## src/rtl/lcd_seq_pkg.sv

```systemverilog
// Shared opcodes, FSM state encoding and byte width
// for the LCD init sequencer and its delay timer.
package lcd_seq_pkg;

  localparam logic [1:0] OP_DATA  = 2'b00;
  localparam logic [1:0] OP_CMD   = 2'b01;
  localparam logic [1:0] OP_DELAY = 2'b10;
  localparam logic [1:0] OP_END   = 2'b11;

  localparam int BITS_PER_BYTE = 8;

  typedef enum logic [2:0] {
    S_IDLE,
    S_FETCH,
    S_DECODE,
    S_LOAD,
    S_SHIFT,
    S_DELAY,
    S_DONE
  } state_e;

  function automatic logic is_write(
    input logic [1:0] op
  );
    return op[1] == 1'b0;
  endfunction

endpackage

```

## src/rtl/lcd_delay_timer.sv

```systemverilog
// Loadable down-counter for delay instructions.
// Ports: clk, reset (sync, high), load_i/load_val_i
// load the count, en_i decrements, expire_o flags 1.
module lcd_delay_timer #(
  parameter int W = 8
) (
  input  logic         clk,
  input  logic         reset,
  input  logic         load_i,
  input  logic [W-1:0] load_val_i,
  input  logic         en_i,
  output logic         expire_o
);

  logic [W-1:0] cnt_q;

  always_ff @(posedge clk) begin
    if (reset) begin
      cnt_q <= '0;
    end else if (load_i) begin
      cnt_q <= load_val_i;
    end else if (en_i && cnt_q != '0) begin
      cnt_q <= cnt_q - 1'b1;
    end
  end

  // Expiring on 1 (not 0) makes a load of N
  // occupy exactly N enabled cycles.
  assign expire_o = (cnt_q == W'(1));

endmodule

```

## src/rtl/lcd_init_sequencer.sv

```systemverilog
// Runs a ROM program of write/delay/end words that
// feed a serial shift register driving an LCD panel.
// Ports: clk, reset, sclkPosEdge, start in; instrAddr
// and instrData form the ROM port; cs, dc, pcEn,
// parallelData drive the shifter; busy/done status.
module lcd_init_sequencer
  import lcd_seq_pkg::*;
#(
  parameter int ADDR_W     = 6,
  parameter int PROG_LEN   = 64,
  parameter int DELAY_UNIT = 1000
) (
  input  logic              clk,
  input  logic              reset,
  input  logic              sclkPosEdge,
  input  logic              start,
  output logic [ADDR_W-1:0] instrAddr,
  input  logic [9:0]        instrData,
  output logic              cs,
  output logic              dc,
  output logic              pcEn,
  output logic [7:0]        parallelData,
  output logic              busy,
  output logic              done
);

  localparam int CNT_W =
    $clog2(255 * DELAY_UNIT + 1);
  localparam logic [ADDR_W-1:0] LAST =
    ADDR_W'(PROG_LEN - 1);
  localparam logic [2:0] BIT_LAST =
    3'(BITS_PER_BYTE - 1);

  state_e            state_q, state_d;
  logic [ADDR_W-1:0] addr_q, addr_d;
  logic              cs_q, cs_d;
  logic              dc_q, dc_d;
  logic [7:0]        pd_q, pd_d;
  logic              done_q, done_d;
  logic [2:0]        bit_q, bit_d;

  logic              tmr_load;
  logic              tmr_exp;
  logic [CNT_W-1:0]  tmr_val;
  logic [1:0]        op;
  logic [7:0]        arg;

  assign op  = instrData[9:8];
  assign arg = instrData[7:0];

  assign tmr_val =
    CNT_W'(arg) * CNT_W'(DELAY_UNIT);

  lcd_delay_timer #(
    .W(CNT_W)
  ) u_timer (
    .clk       (clk),
    .reset     (reset),
    .load_i    (tmr_load),
    .load_val_i(tmr_val),
    .en_i      (state_q == S_DELAY),
    .expire_o  (tmr_exp)
  );

  always_ff @(posedge clk) begin
    if (reset) begin
      state_q <= S_IDLE;
      addr_q  <= '0;
      cs_q    <= 1'b1;
      dc_q    <= 1'b1;
      pd_q    <= '0;
      done_q  <= 1'b0;
      bit_q   <= '0;
    end else begin
      state_q <= state_d;
      addr_q  <= addr_d;
      cs_q    <= cs_d;
      dc_q    <= dc_d;
      pd_q    <= pd_d;
      done_q  <= done_d;
      bit_q   <= bit_d;
    end
  end

  always_comb begin
    state_d  = state_q;
    addr_d   = addr_q;
    cs_d     = cs_q;
    dc_d     = dc_q;
    pd_d     = pd_q;
    bit_d    = bit_q;
    tmr_load = 1'b0;
    done_d   = 1'b0;

    unique case (state_q)
      S_IDLE: begin
        if (start) begin
          addr_d  = '0;
          state_d = S_FETCH;
        end
      end
      S_FETCH: begin
        state_d = S_DECODE;
      end
      S_DECODE: begin
        unique case (1'b1)
          is_write(op): begin
            pd_d    = arg;
            dc_d    = ~op[0];
            cs_d    = 1'b0;
            state_d = S_LOAD;
          end
          (op == OP_DELAY): begin
            cs_d = 1'b1;
            if (arg == 8'd0) begin
              if (addr_q == LAST) begin
                state_d = S_DONE;
              end else begin
                addr_d  = addr_q + 1'b1;
                state_d = S_FETCH;
              end
            end else begin
              tmr_load = 1'b1;
              state_d  = S_DELAY;
            end
          end
          (op == OP_END): begin
            cs_d    = 1'b1;
            state_d = S_DONE;
          end
          default: ;
        endcase
      end
      S_LOAD: begin
        if (sclkPosEdge) begin
          bit_d   = '0;
          state_d = S_SHIFT;
        end
      end
      S_SHIFT: begin
        if (sclkPosEdge) begin
          if (bit_q == BIT_LAST) begin
            bit_d = '0;
            if (addr_q == LAST) begin
              state_d = S_DONE;
            end else begin
              addr_d  = addr_q + 1'b1;
              state_d = S_FETCH;
            end
          end else begin
            bit_d = bit_q + 3'd1;
          end
        end
      end
      S_DELAY: begin
        if (tmr_exp) begin
          if (addr_q == LAST) begin
            state_d = S_DONE;
          end else begin
            addr_d  = addr_q + 1'b1;
            state_d = S_FETCH;
          end
        end
      end
      S_DONE: begin
        if (!start) begin
          state_d = S_IDLE;
        end
      end
      default: state_d = S_IDLE;
    endcase

    // Any route into DONE releases the panel.
    if (state_d == S_DONE) begin
      cs_d = 1'b1;
    end
    done_d = (state_d == S_DONE) &&
             (state_q != S_DONE);
  end

  assign instrAddr    = addr_q;
  assign cs           = cs_q;
  assign dc           = dc_q;
  assign parallelData = pd_q;
  assign done         = done_q;
  assign pcEn  = (state_q == S_LOAD) && sclkPosEdge;
  assign busy  = (state_q != S_IDLE) &&
                 (state_q != S_DONE);

endmodule

```

## config.mk

```make
export PLATFORM = sky130hd
export DESIGN_NAME = lcd_init_sequencer
export DESIGN_NICKNAME = d
export VERILOG_FILES = /design/src/rtl/lcd_seq_pkg.sv /design/src/rtl/lcd_delay_timer.sv /design/src/rtl/lcd_init_sequencer.sv
export SDC_FILE = /design/constraint.sdc
export NUM_CORES = 1
export LEC_CHECK = 0
export ABC_AREA = 1
export CAP_MARGIN = 20
export CORE_MARGIN = 2
export CORE_UTILIZATION = 39
export CTS_BUF_LIST = sky130_fd_sc_hd__clkbuf_8
export DETAILED_ROUTE_END_ITERATION = 16
export PLACE_DENSITY_LB_ADDON = 0.15
export SETUP_SLACK_MARGIN = 0.5
export SLEW_MARGIN = 20
export SYNTH_ARGS = -nofsm -noshare
export SYNTH_HDL_FRONTEND = slang
export SYNTH_HIERARCHICAL = 1
export SYNTH_SLANG_ARGS = --single-unit
```

## constraint.sdc

```tcl
create_clock -name clk -period 4.7 [get_ports clk]
set_input_delay 0.94 -clock clk [delete_from_list [all_inputs] [get_ports clk]]
set_output_delay 0.94 -clock clk [all_outputs]
set_load 0.01 [all_outputs]
```

==> flow_summary.yaml, run 1 <==
run_status:
  outcome: "completed"
die:
  die_w_um: 106
  die_h_um: 106
  ios: 33
  rows: 37
  die-area_mm2: 0.0113
  design.core.area_mm2: 0.0103
  start_util: 0.398
final_layout:
  syn2layout_area_growth_pct: 26.1
  n_antenna_cell: 0
  postLayoutCellArea_mm2: 0.00516
  drive_gt1_frac: 0.181
  nets: 719
timing:
  fin_crit_sh: 0.876
  hold_ws_ns: 0.487
  fin_worst_skew_ns: 0.0120
  rsz0062_at_grt: "true"
  relSlewSlack: 0.584
  hold_viol_final: 0
  worst_slew_pin_slew_ns: 0.619
  fmax_mhz: 243
  setup_viol: 0
  fin_crit_ns: 4.12
  slew_viol_final: 0
  fin_setup_tns_ns: 0
drt:
  wl_met3_um: 439
  first_pass_iters: 4
  wire_per_inst_um: 13.3
  met2_length_mm: 5.01
  drtIter0Drc: 239
  via_count: 3786
  met1Wirelength_mm: 4.65
  dr.max_layer_used: "met4"
  drc_errors: 0
  ant_nets: 0
  drt-total-wl_mm: 10.3
  vias_per_cell: 4.90
power:
  power_frac_comb: 0.665
  clkPwrFrac: 0.156
  p_seq_frac: 0.179
  ir_worst_vdd_uv: 197
  p_int_mw: 1.30
  p_leak_nw: 2.41
  swShare: 0.431
  powerDensity_mw_per_mm2: 442
  power_switching_mw: 0.984
global_routing:
  gr-total-overflow: 0
  grt_usage: 0.192
  grt_start_max_net_pins: 21
  grt_pass1_wl_mm: 17.7
  antenna_found_initial: 0
  first_global_vias: 3758
critical_path:
  setup.worst_path.end: "u_timer/cnt_q[17]"
  cp_max_fo: 4
  endpoint_kind: "flop"
  path_depth: 17
  slowest_delay_ns: 0.57
  rrSetupSlack_ns: 2.48
  critical_path_class: "primary input to flop"
  start_kind: "primary input"
  r2r_cells: 12
  crit-reg2reg-capture: "instrAddr[1]"
  critical_path_required_ns: 4.94
  cp_num_buf_inv: 4
  crit_slowest_cell: "fa_1"
  worstSetupStartpoint: "instrData[1]"
  arrival_ns: 4.36
  crit_path_frequent_cell: "fa_1"
  crit_family: "adder cells"
  cp_cell_sequence: "buf_8 > fa_1 > inv_1 > fa_1 > fa_1 > inv_2 > fa_1 > ha_4 > a21oi_4 > o21ai_2 > a21oi_2 > nand2_1 > xnor2_1 > nand2_1 > nand2_1 > inv_1 > a21oi_2"
  r2r-start: "u_timer/cnt_q[8]"
job:
  drv_cap: 0
clock_network:
  cts_num_sinks: 41
  clkTransAtPathRegs_ns: 0.09
  ctsHtreeMaxLevel: 2
  clock_path_buffers: 2
  cts_root_buf: "clkbuf_8"
  cts_buffers: 5
  cts_tree: "yes"
  clkLatencyLatePin_ns: 0.30
synth:
  synth_cell_types: 38
  synth_seq_area_share: 0.200
  synth_seq_cells: 41
  syn_area_mm2: 0.00410
  avgSynthCellArea_um2: 7.13
  syn_inst: 574
  yosys_warnings: 6
place:
  port_buffers: 32
  place.gp.congestion: 0.921
  dp_hpwl_mm: 8.27
  dpl_cell_area_mm2: 0.00478
min_path:
  min-delay-path-class: "flop to flop"
## registers in the layout, indices dropped and copies added (netlist names)
| name | cells |
|---|---|
| dc | 1 |
| instrAddr | 6 |
| state_q | 3 |
| parallelData | 8 |
| bit_q | 3 |
| cs | 1 |
| u_timer/cnt_q | 18 |
| done | 1 |
## power by group through the flow
stage / clock network, mW / logic [mW] / registers [mW]
global placement: 0 / 1.25 / 0.415
CTS: 0.361 / 1.44 / 0.408
floorplan: 0 / 0.884 / 0.413
detailed placement: 0 / 1.25 / 0.416
finish: 0.355 / 1.52 / 0.409
global route: 0.377 / 1.70 / 0.414
## routing by layer
metal / vias up / track usage
met5: - / 0
met4: 0 / 0.0519
li1: 1942 / -
met3: 12 / 0.0221
met2: 74 / 0.335
met1: 1758 / 0.252
## synthesized netlist by cell type
library cell,instances,area (um^2)
a211oi_1,1,7.51
a21o_1,2,15.0
a21oi_1,44,220
a21oi_2,1,8.76
a31oi_1,2,12.5
buf_2,1,5.00
buf_4,1,7.51
buf_6,3,33.8
buf_8,1,15.0
clkbuf_1,5,18.8
conb_1,1,3.75
dfxtp_1,41,821
fa_1,21,420
ha_1,48,601
inv_1,76,285
inv_2,5,18.8
mux2i_1,2,20.0
nand2_1,129,484
nand2_2,2,12.5
nand2_4,6,67.6
nand3_1,39,195
nand3_4,2,35.0
nand4_1,1,6.26
nor2_1,59,221
nor2_2,8,50.1
nor2_4,2,22.5
nor2_8,2,40.0
nor3_1,7,35.0
nor4_1,1,6.26
o21a_1,1,7.51
o21ai_0,30,150
o21ai_1,2,10.0
o21ai_2,1,8.76
o21bai_1,3,22.5
o31ai_1,1,7.51
or2_2,1,6.26
xnor2_1,8,70.1
xor2_1,14,123
## tightest hold or removal path: cells and delay by family (launching register included)
family	cells	cell delay, ns
compound gates	2	0.12
flops	1	0.34
## layout by cell type, fill, tap and decap left out, types with 2 or more instances in the layout
master | synthesis | routed
a21o_1 | 2 | 2
buf_8 | 1 | 2
nor2_8 | 2 | 2
inv_1 | 76 | 69
clkdlybuf4s50_1 | 0 | 25
a21oi_2 | 1 | 6
o21ai_1 | 2 | 3
nand2_2 | 2 | 6
nand2_4 | 6 | 6
nor2_2 | 8 | 11
a21oi_4 | 0 | 4
inv_2 | 5 | 10
xnor2_1 | 8 | 8
nor2_1 | 59 | 56
o21ai_0 | 30 | 27
xor2_1 | 14 | 13
nand3_4 | 2 | 2
nor2_4 | 2 | 2
o21bai_1 | 3 | 3
clkbuf_8 | 0 | 5
nand3_1 | 39 | 38
dfxtp_1 | 41 | 41
nor3_1 | 7 | 6
bufinv_16 | 0 | 2
ha_4 | 0 | 12
conb_1 | 1 | 3
a21oi_1 | 44 | 35
nand2_1 | 129 | 125
buf_4 | 1 | 32
fa_1 | 21 | 21
ha_1 | 48 | 35
a31oi_1 | 2 | 2
o21ai_2 | 1 | 3
inv_4 | 0 | 2
mux2i_1 | 2 | 2
## timing repair
action,CTS,global route
pin swaps,22,17
endpoints found under the setup margin,10,9
resized for setup,39,33
buffers inserted,1,0
hold buffers,0,0
## through the flow
step | utilization | setup slack, ns | total power [mW] | std cells
6_report | 0.502 | 0.582 | 2.28 | 773
3_3_place_gp | 0.465 | -0.292 | 1.66 | 764
5_1_grt | 0.502 | 0.423 | 2.49 | 773
3_5_place_dp | 0.465 | -0.274 | 1.67 | 764
4_1_cts | 0.493 | 0.511 | 2.21 | 773
2_1_floorplan | - | 0.513 | 1.30 | 576
## area by class of cell
| class | instances | area [um^2] |
|---|---|---|
| clock buffer | 5 | 68.8 |
| timing repair buffer | 64 | 568 |
| sequential | 41 | 821 |
| clock inverter | 3 | 68.8 |
| tap | 136 | 170 |
| multi-input combinational | 443 | 3160 |
| inverter | 81 | 309 |
| fill | 1056 | 5110 |
## how the worst min path moves through the flow
| stage | start | end | slack [ns] | depth (start not counted) |
|---|---|---|---|---|
| finish | dc | dc | 0.49 | 2 |
| detailed placement | dc | dc | 0.47 | 2 |
| floorplan | u_timer/cnt_q[15] | u_timer/cnt_q[15] | 0.47 | 2 |
| global placement | dc | dc | 0.46 | 2 |
| global route | dc | dc | 0.53 | 2 |
| CTS | dc | dc | 0.49 | 2 |
## cell families after synthesis
kind of cell,Yosys count,share of synthesized area
buffers and inverters,92,0.0938
multiplexers,2,0.00489
AND/OR/NAND/NOR,259,0.289
AO/OA/AOI/OAI,88,0.115
adder cells (fa/ha/maj),69,0.249
flip-flops,41,0.200
XOR/XNOR,22,0.0471
other,1,0.000916
Power figures use the tool's default switching activity.
==> inputs of run 2 (changes only) <==
--- a/config.mk
+++ b/config.mk
@@ -8,7 +8,7 @@
 export ABC_AREA = 1
 export CAP_MARGIN = 20
 export CORE_MARGIN = 2
-export CORE_UTILIZATION = 39
+export CORE_UTILIZATION = 56
 export CTS_BUF_LIST = sky130_fd_sc_hd__clkbuf_8
 export DETAILED_ROUTE_END_ITERATION = 16
 export PLACE_DENSITY_LB_ADDON = 0.15
@@ -18,3 +18,4 @@
 export SYNTH_HDL_FRONTEND = slang
 export SYNTH_HIERARCHICAL = 1
 export SYNTH_SLANG_ARGS = --single-unit
+export TNS_END_PERCENT = 5
==> flow_summary.yaml, run 2 (same netlist as run 1, synthesis figures left out) <==
power:
  swShare: 0.435
  ir_worst_vdd_uv: 231
  power_frac_comb: 0.682
  p_leak_nw: 2.40
  powerDensity_mw_per_mm2: 436
  p_int_mw: 1.25
  p_seq_frac: 0.184
  power_mw: 2.21
  power_switching_mw: 0.960
  clkPwrFrac: 0.134
critical_path:
  r2r-start: "u_timer/cnt_q[4]"
  arrival_ns: 4.56
  r2r_cells: 12
  critical_path_required_ns: 4.90
  critical_path_class: "primary input to flop"
  worstSetupStartpoint: "instrData[0]"
  endpoint_kind: "flop"
  start_kind: "primary input"
  crit-reg2reg-capture: "instrAddr[1]"
  setup.worst_path.end: "u_timer/cnt_q[14]"
  rrSetupSlack_ns: 2.41
  cp_max_fo: 5
final_layout:
  nets: 723
  largest_register_ff_count: 18
  drive_gt1_frac: 0.172
  most-common-layout-cells: "nand2_1, inv_1, nor2_1"
  n_antenna_cell: 0
  regMostFlops: "u_timer/cnt_q"
  post-route-util: 0.705
  syn2layout_area_growth_pct: 23.6
  mostFrequentLayoutCell: "nand2_1"
clock_network:
  clock_path_buffers: 2
  ctsHtreeMaxLevel: 2
  clkTransAtPathRegs_ns: 0.09
  cts_hold_buf: 0
  cts_tree: "yes"
  clkLatencyLatePin_ns: 0.30
  cts_root_buf: "clkbuf_8"
  cts_num_sinks: 41
  cts_buffers: 5
drt:
  first_pass_iters: 5
  via_count: 3904
  vias_per_cell: 5.28
  drtIter0Drc: 226
  wire_per_inst_um: 13.6
  drc_errors: 0
  drt-total-wl_mm: 10.0
  ant_nets: 0
global_routing:
  grt_start_max_net_pins: 24
  antenna_found_initial: 0
  grt_pass1_wl_mm: 16.2
  gr-total-overflow: 0
  grt_usage: 0.259
  first_global_vias: 3625
place:
  place.gp.congestion: 0.888
  dp_hpwl_mm: 7.67
  port_buffers: 32
die:
  start_util: 0.571
  die-area_mm2: 0.00801
  die_w_um: 89.5
  ios: 33
  rows: 31
  die_h_um: 89.5
  design.core.area_mm2: 0.00718
timing:
  setup_viol: 0
  fin_crit_sh: 0.927
  fmax_mhz: 230
  fin_worst_skew_ns: 0.0110
  fin_crit_ns: 4.36
  slew_viol_final: 0
  worst_slew_pin_slew_ns: 0.932
  hold_viol_final: 0
  relSlewSlack: 0.377
  rsz0062_at_grt: "true"
run_status:
  outcome: "completed"
min_path:
  worst_hold_startpoint: "dc"
  min-delay-path-class: "flop to flop"
job:
  drv_cap: 0
## run 2: changes by cell type in the layout (fill, tap and decap cells not counted), sizes merged
| cell | before | now |
|---|---|---|
| buf | 35 | 39 |
| bufinv | 2 | 1 |
| clkbuf | 6 | 5 |
| clkdlybuf4s50 | 25 | 26 |
| clkinv | 0 | 1 |
| clkinvlp | 0 | 1 |
| dlygate4sd2 | 1 | 2 |
| dlymetal6s2s | 1 | 0 |
| inv | 82 | 81 |
## run 2: worst min path at each step
stage                        endpoint  cells past startpoint  slack [ns]
floorplan           u_timer/cnt_q[15]                      2        0.47
global placement                   dc                      2        0.46
detailed placement                 dc                      2        0.47
CTS                                dc                      2        0.50
global route                       dc                      2        0.52
finish                             dc                      2        0.50
## run 2: worst max-delay path, cell delays in order
cell and delay (ns):
buf_8 0.10, fa_1 0.58, xor2_1 0.24, ha_1 0.28, inv_2 0.06, fa_1 0.43, fa_1 0.58, inv_2 0.05
ha_4 0.24, a21oi_4 0.13, nand2_1 0.11, a21oi_2 0.20, o21bai_1 0.12, xor2_1 0.16, nand2_1 0.07, nand2_1 0.07
nand2_1 0.04, a21oi_1 0.15
## run 2: what timing repair did
item | CTS | global route
setup endpoints to repair | 9 | 9
buffers inserted | 5 | 1
gates resized for setup | 44 | 11
pin swaps | 19 | 11
## run 2: layout make-up
class                   instances  area (um^2)
clock inverters                 3         46.3
fillers                       583         2120
well taps                      99          124
repair buffers                 68          594
flip-flops and latches         41          821
inverters                      81          307
clock buffers                   5         68.8
multi-input cells             443         3100
## run 2: layer usage
layer  vias up  GRT usage  share of wire  wire [um]
li1       1959          -              -          -
met1      1826      0.330           0.44       4380
met2       103      0.451           0.50       5020
met3        16     0.0388          0.043        434
met4         0     0.0814          0.019        192
met5         -          0              0          0
## run 2: metrics by stage
step	hold WS [ns]	cells	instance area, um^2	worst slack, ns	setup TNS, ns
2_1_floorplan	0.470	576	4140	0.485	0
3_3_place_gp	0.456	726	4730	-0.218	-1.29
3_5_place_dp	0.473	726	4730	-0.265	-1.72
4_1_cts	0.498	739	5020	0.486	0
5_1_grt	0.519	740	5060	0.195	0
6_report	0.504	740	5060	0.343	0
## run 2: power groups by stage
stage          logic [mW]  clock network [mW]  registers (mW)
6_report             1.51               0.296           0.407
5_1_grt              1.67               0.311           0.412
4_1_cts              1.45               0.300           0.407
3_5_place_dp         1.23                   0           0.415
3_3_place_gp         1.22                   0           0.414
2_1_floorplan       0.882                   0           0.413
==> inputs of run 3 (changes only) <==
--- a/config.mk
+++ b/config.mk
@@ -10,7 +10,9 @@
 export CORE_MARGIN = 2
 export CORE_UTILIZATION = 56
 export CTS_BUF_LIST = sky130_fd_sc_hd__clkbuf_8
+export CTS_CLUSTER_SIZE = 10
 export DETAILED_ROUTE_END_ITERATION = 16
+export DONT_BUFFER_PORTS = 1
 export PLACE_DENSITY_LB_ADDON = 0.15
 export SETUP_SLACK_MARGIN = 0.5
 export SLEW_MARGIN = 20
==> flow_summary.yaml, run 3 (same netlist as run 1, synthesis figures left out) <==
die:
  design.core.area_mm2: 0.00718
  die_w_um: 89.5
  die-area_mm2: 0.00801
  rows: 31
  start_util: 0.571
  ios: 33
  die_h_um: 89.5
final_layout:
  fillers: 673
  regMostFlops: "u_timer/cnt_q"
  nets: 658
  largest_register_ff_count: 18
  syn2layout_area_growth_pct: 6.36
  most-common-layout-cells: "nand2_1, inv_1, nor2_1"
  n_antenna_cell: 0
  drive_gt1_frac: 0.0990
  mostFrequentLayoutCell: "nand2_1"
clock_network:
  clock_path_buffers: 2
  cts_root_buf: "clkbuf_8"
  cts_tree: "yes"
  ctsHtreeMaxLevel: 2
  cts_num_sinks: 41
  clkLatencyLatePin_ns: 0.30
  cts_buffers: 5
  clkTransAtPathRegs_ns: 0.08
global_routing:
  grt_pass1_wl_mm: 14.8
  first_global_vias: 3209
  antenna_found_initial: 0
  gr-total-overflow: 0
  grt_start_max_net_pins: 24
  grt_usage: 0.235
power:
  clkPwrFrac: 0.130
  powerDensity_mw_per_mm2: 418
  p_leak_nw: 2.10
  ir_worst_vdd_uv: 249
  p_seq_frac: 0.228
  power_mw: 1.82
  power_switching_mw: 0.846
  p_int_mw: 0.974
  swShare: 0.465
  power_frac_comb: 0.642
timing:
  fmax_mhz: 247
  hold_viol_final: 0
  fin_setup_tns_ns: 0
  setup_viol: 0
  slew_viol_final: 0
  fin_crit_sh: 0.861
  fin_crit_ns: 4.05
  worst_slew_pin_slew_ns: 0.728
  fin_worst_skew_ns: 0.0127
  rsz0062_at_grt: "true"
  relSlewSlack: 0.510
place:
  place.gp.congestion: 0.875
  port_buffers: 0
  dp_hpwl_mm: 7.08
critical_path:
  endpoint_kind: "flop"
  r2r-start: "u_timer/cnt_q[8]"
  crit_slowest_cell: "fa_1"
  cp_cell_sequence: "clkinvlp_4 > fa_1 > inv_1 > fa_1 > fa_1 > ha_1 > ha_1 > nand2_1 > nor2_1 > o21ai_0 > nand3_1 > xor2_1 > nand2_1 > nand2_1 > inv_1 > a21oi_1"
  critical_path_required_ns: 4.93
  cp_max_fo: 5
  critical_path_class: "primary input to flop"
  arrival_ns: 4.28
  start_kind: "primary input"
  slowest_delay_ns: 0.55
  worstSetupStartpoint: "instrData[4]"
drt:
  via_count: 3510
  drtIter0Drc: 126
  drc_errors: 0
  drt-total-wl_mm: 8.95
  first_pass_iters: 5
  wire_per_inst_um: 13.3
  ant_nets: 0
  vias_per_cell: 5.20
job:
  drv_cap: 0
run_status:
  outcome: "completed"
min_path:
  min-delay-path-class: "flop to flop"
  worst_hold_startpoint: "u_timer/cnt_q[15]"
[run 3: worst paths after layout]
| path | end | cells past startpoint | slack [ns] |
|---|---|---|---|
| min reg2reg | u_timer/cnt_q[15] | 2 | 0.50 |
| min | u_timer/cnt_q[15] | 2 | 0.50 |
| max reg2reg | instrAddr[1] | 12 | 2.33 |
| max | u_timer/cnt_q[16] | 16 | 0.65 |
[run 3: what timing repair did]
item | 4_1_cts | 5_1_grt
gates resized for setup | 0 | 13
setup endpoints to repair | 0 | 6
setup buffers | 0 | 1
hold buffers | 0 | 0
endpoints found under the hold margin | 0 | 0
[run 3: metrics by stage]
step	instance area, um^2	hold WS [ns]	setup slack, ns	std cells	utilization
after CTS	4290	0.503	0.630	674	0.597
after detailed placement	4200	0.489	0.323	666	0.585
after global placement	4200	0.489	0.350	666	0.585
final	4360	0.505	0.655	675	0.607
after global routing	4360	0.528	0.470	675	0.607
after floorplan	4140	0.470	0.485	576	-
[run 3: power groups by stage]
stage / Combinational, mW / Clock [mW] / Sequential, mW
floorplan: 0.882 / 0 / 0.413
global placement: 1.03 / 0 / 0.422
detailed placement: 1.06 / 0 / 0.423
CTS: 1.07 / 0.243 / 0.416
global route: 1.32 / 0.258 / 0.420
finish: 1.17 / 0.236 / 0.416
[run 3: worst max-delay path: cells and delay by family]
kind	cells	cell delay, ns
AND/OR/NAND/NOR	5	0.49
buffers and inverters	3	0.24
XOR/XNOR	1	0.20
AO/OA/AOI/OAI	2	0.22
adder cells (fa/ha/maj)	5	2.20
[run 3: cell type report]
type | count | area [um^2] | area share
well taps | 99 | 124 | 0.0284
inverters | 81 | 312 | 0.0715
repair buffers | 3 | 22.5 | 0.00517
clock buffers | 5 | 68.8 | 0.0158
clock inverters | 3 | 17.5 | 0.00402
flip-flops and latches | 41 | 821 | 0.188
multi-input cells | 443 | 2990 | 0.687
[run 3: routing by layer]
layer / share of wire / track usage / wire length [um]
met1: 0.49 / 0.328 / 4360
met2: 0.46 / 0.386 / 4150
met3: 0.041 / 0.0434 / 368
met4: 0.0089 / 0.0421 / 80
met5: 0 / 0 / 0
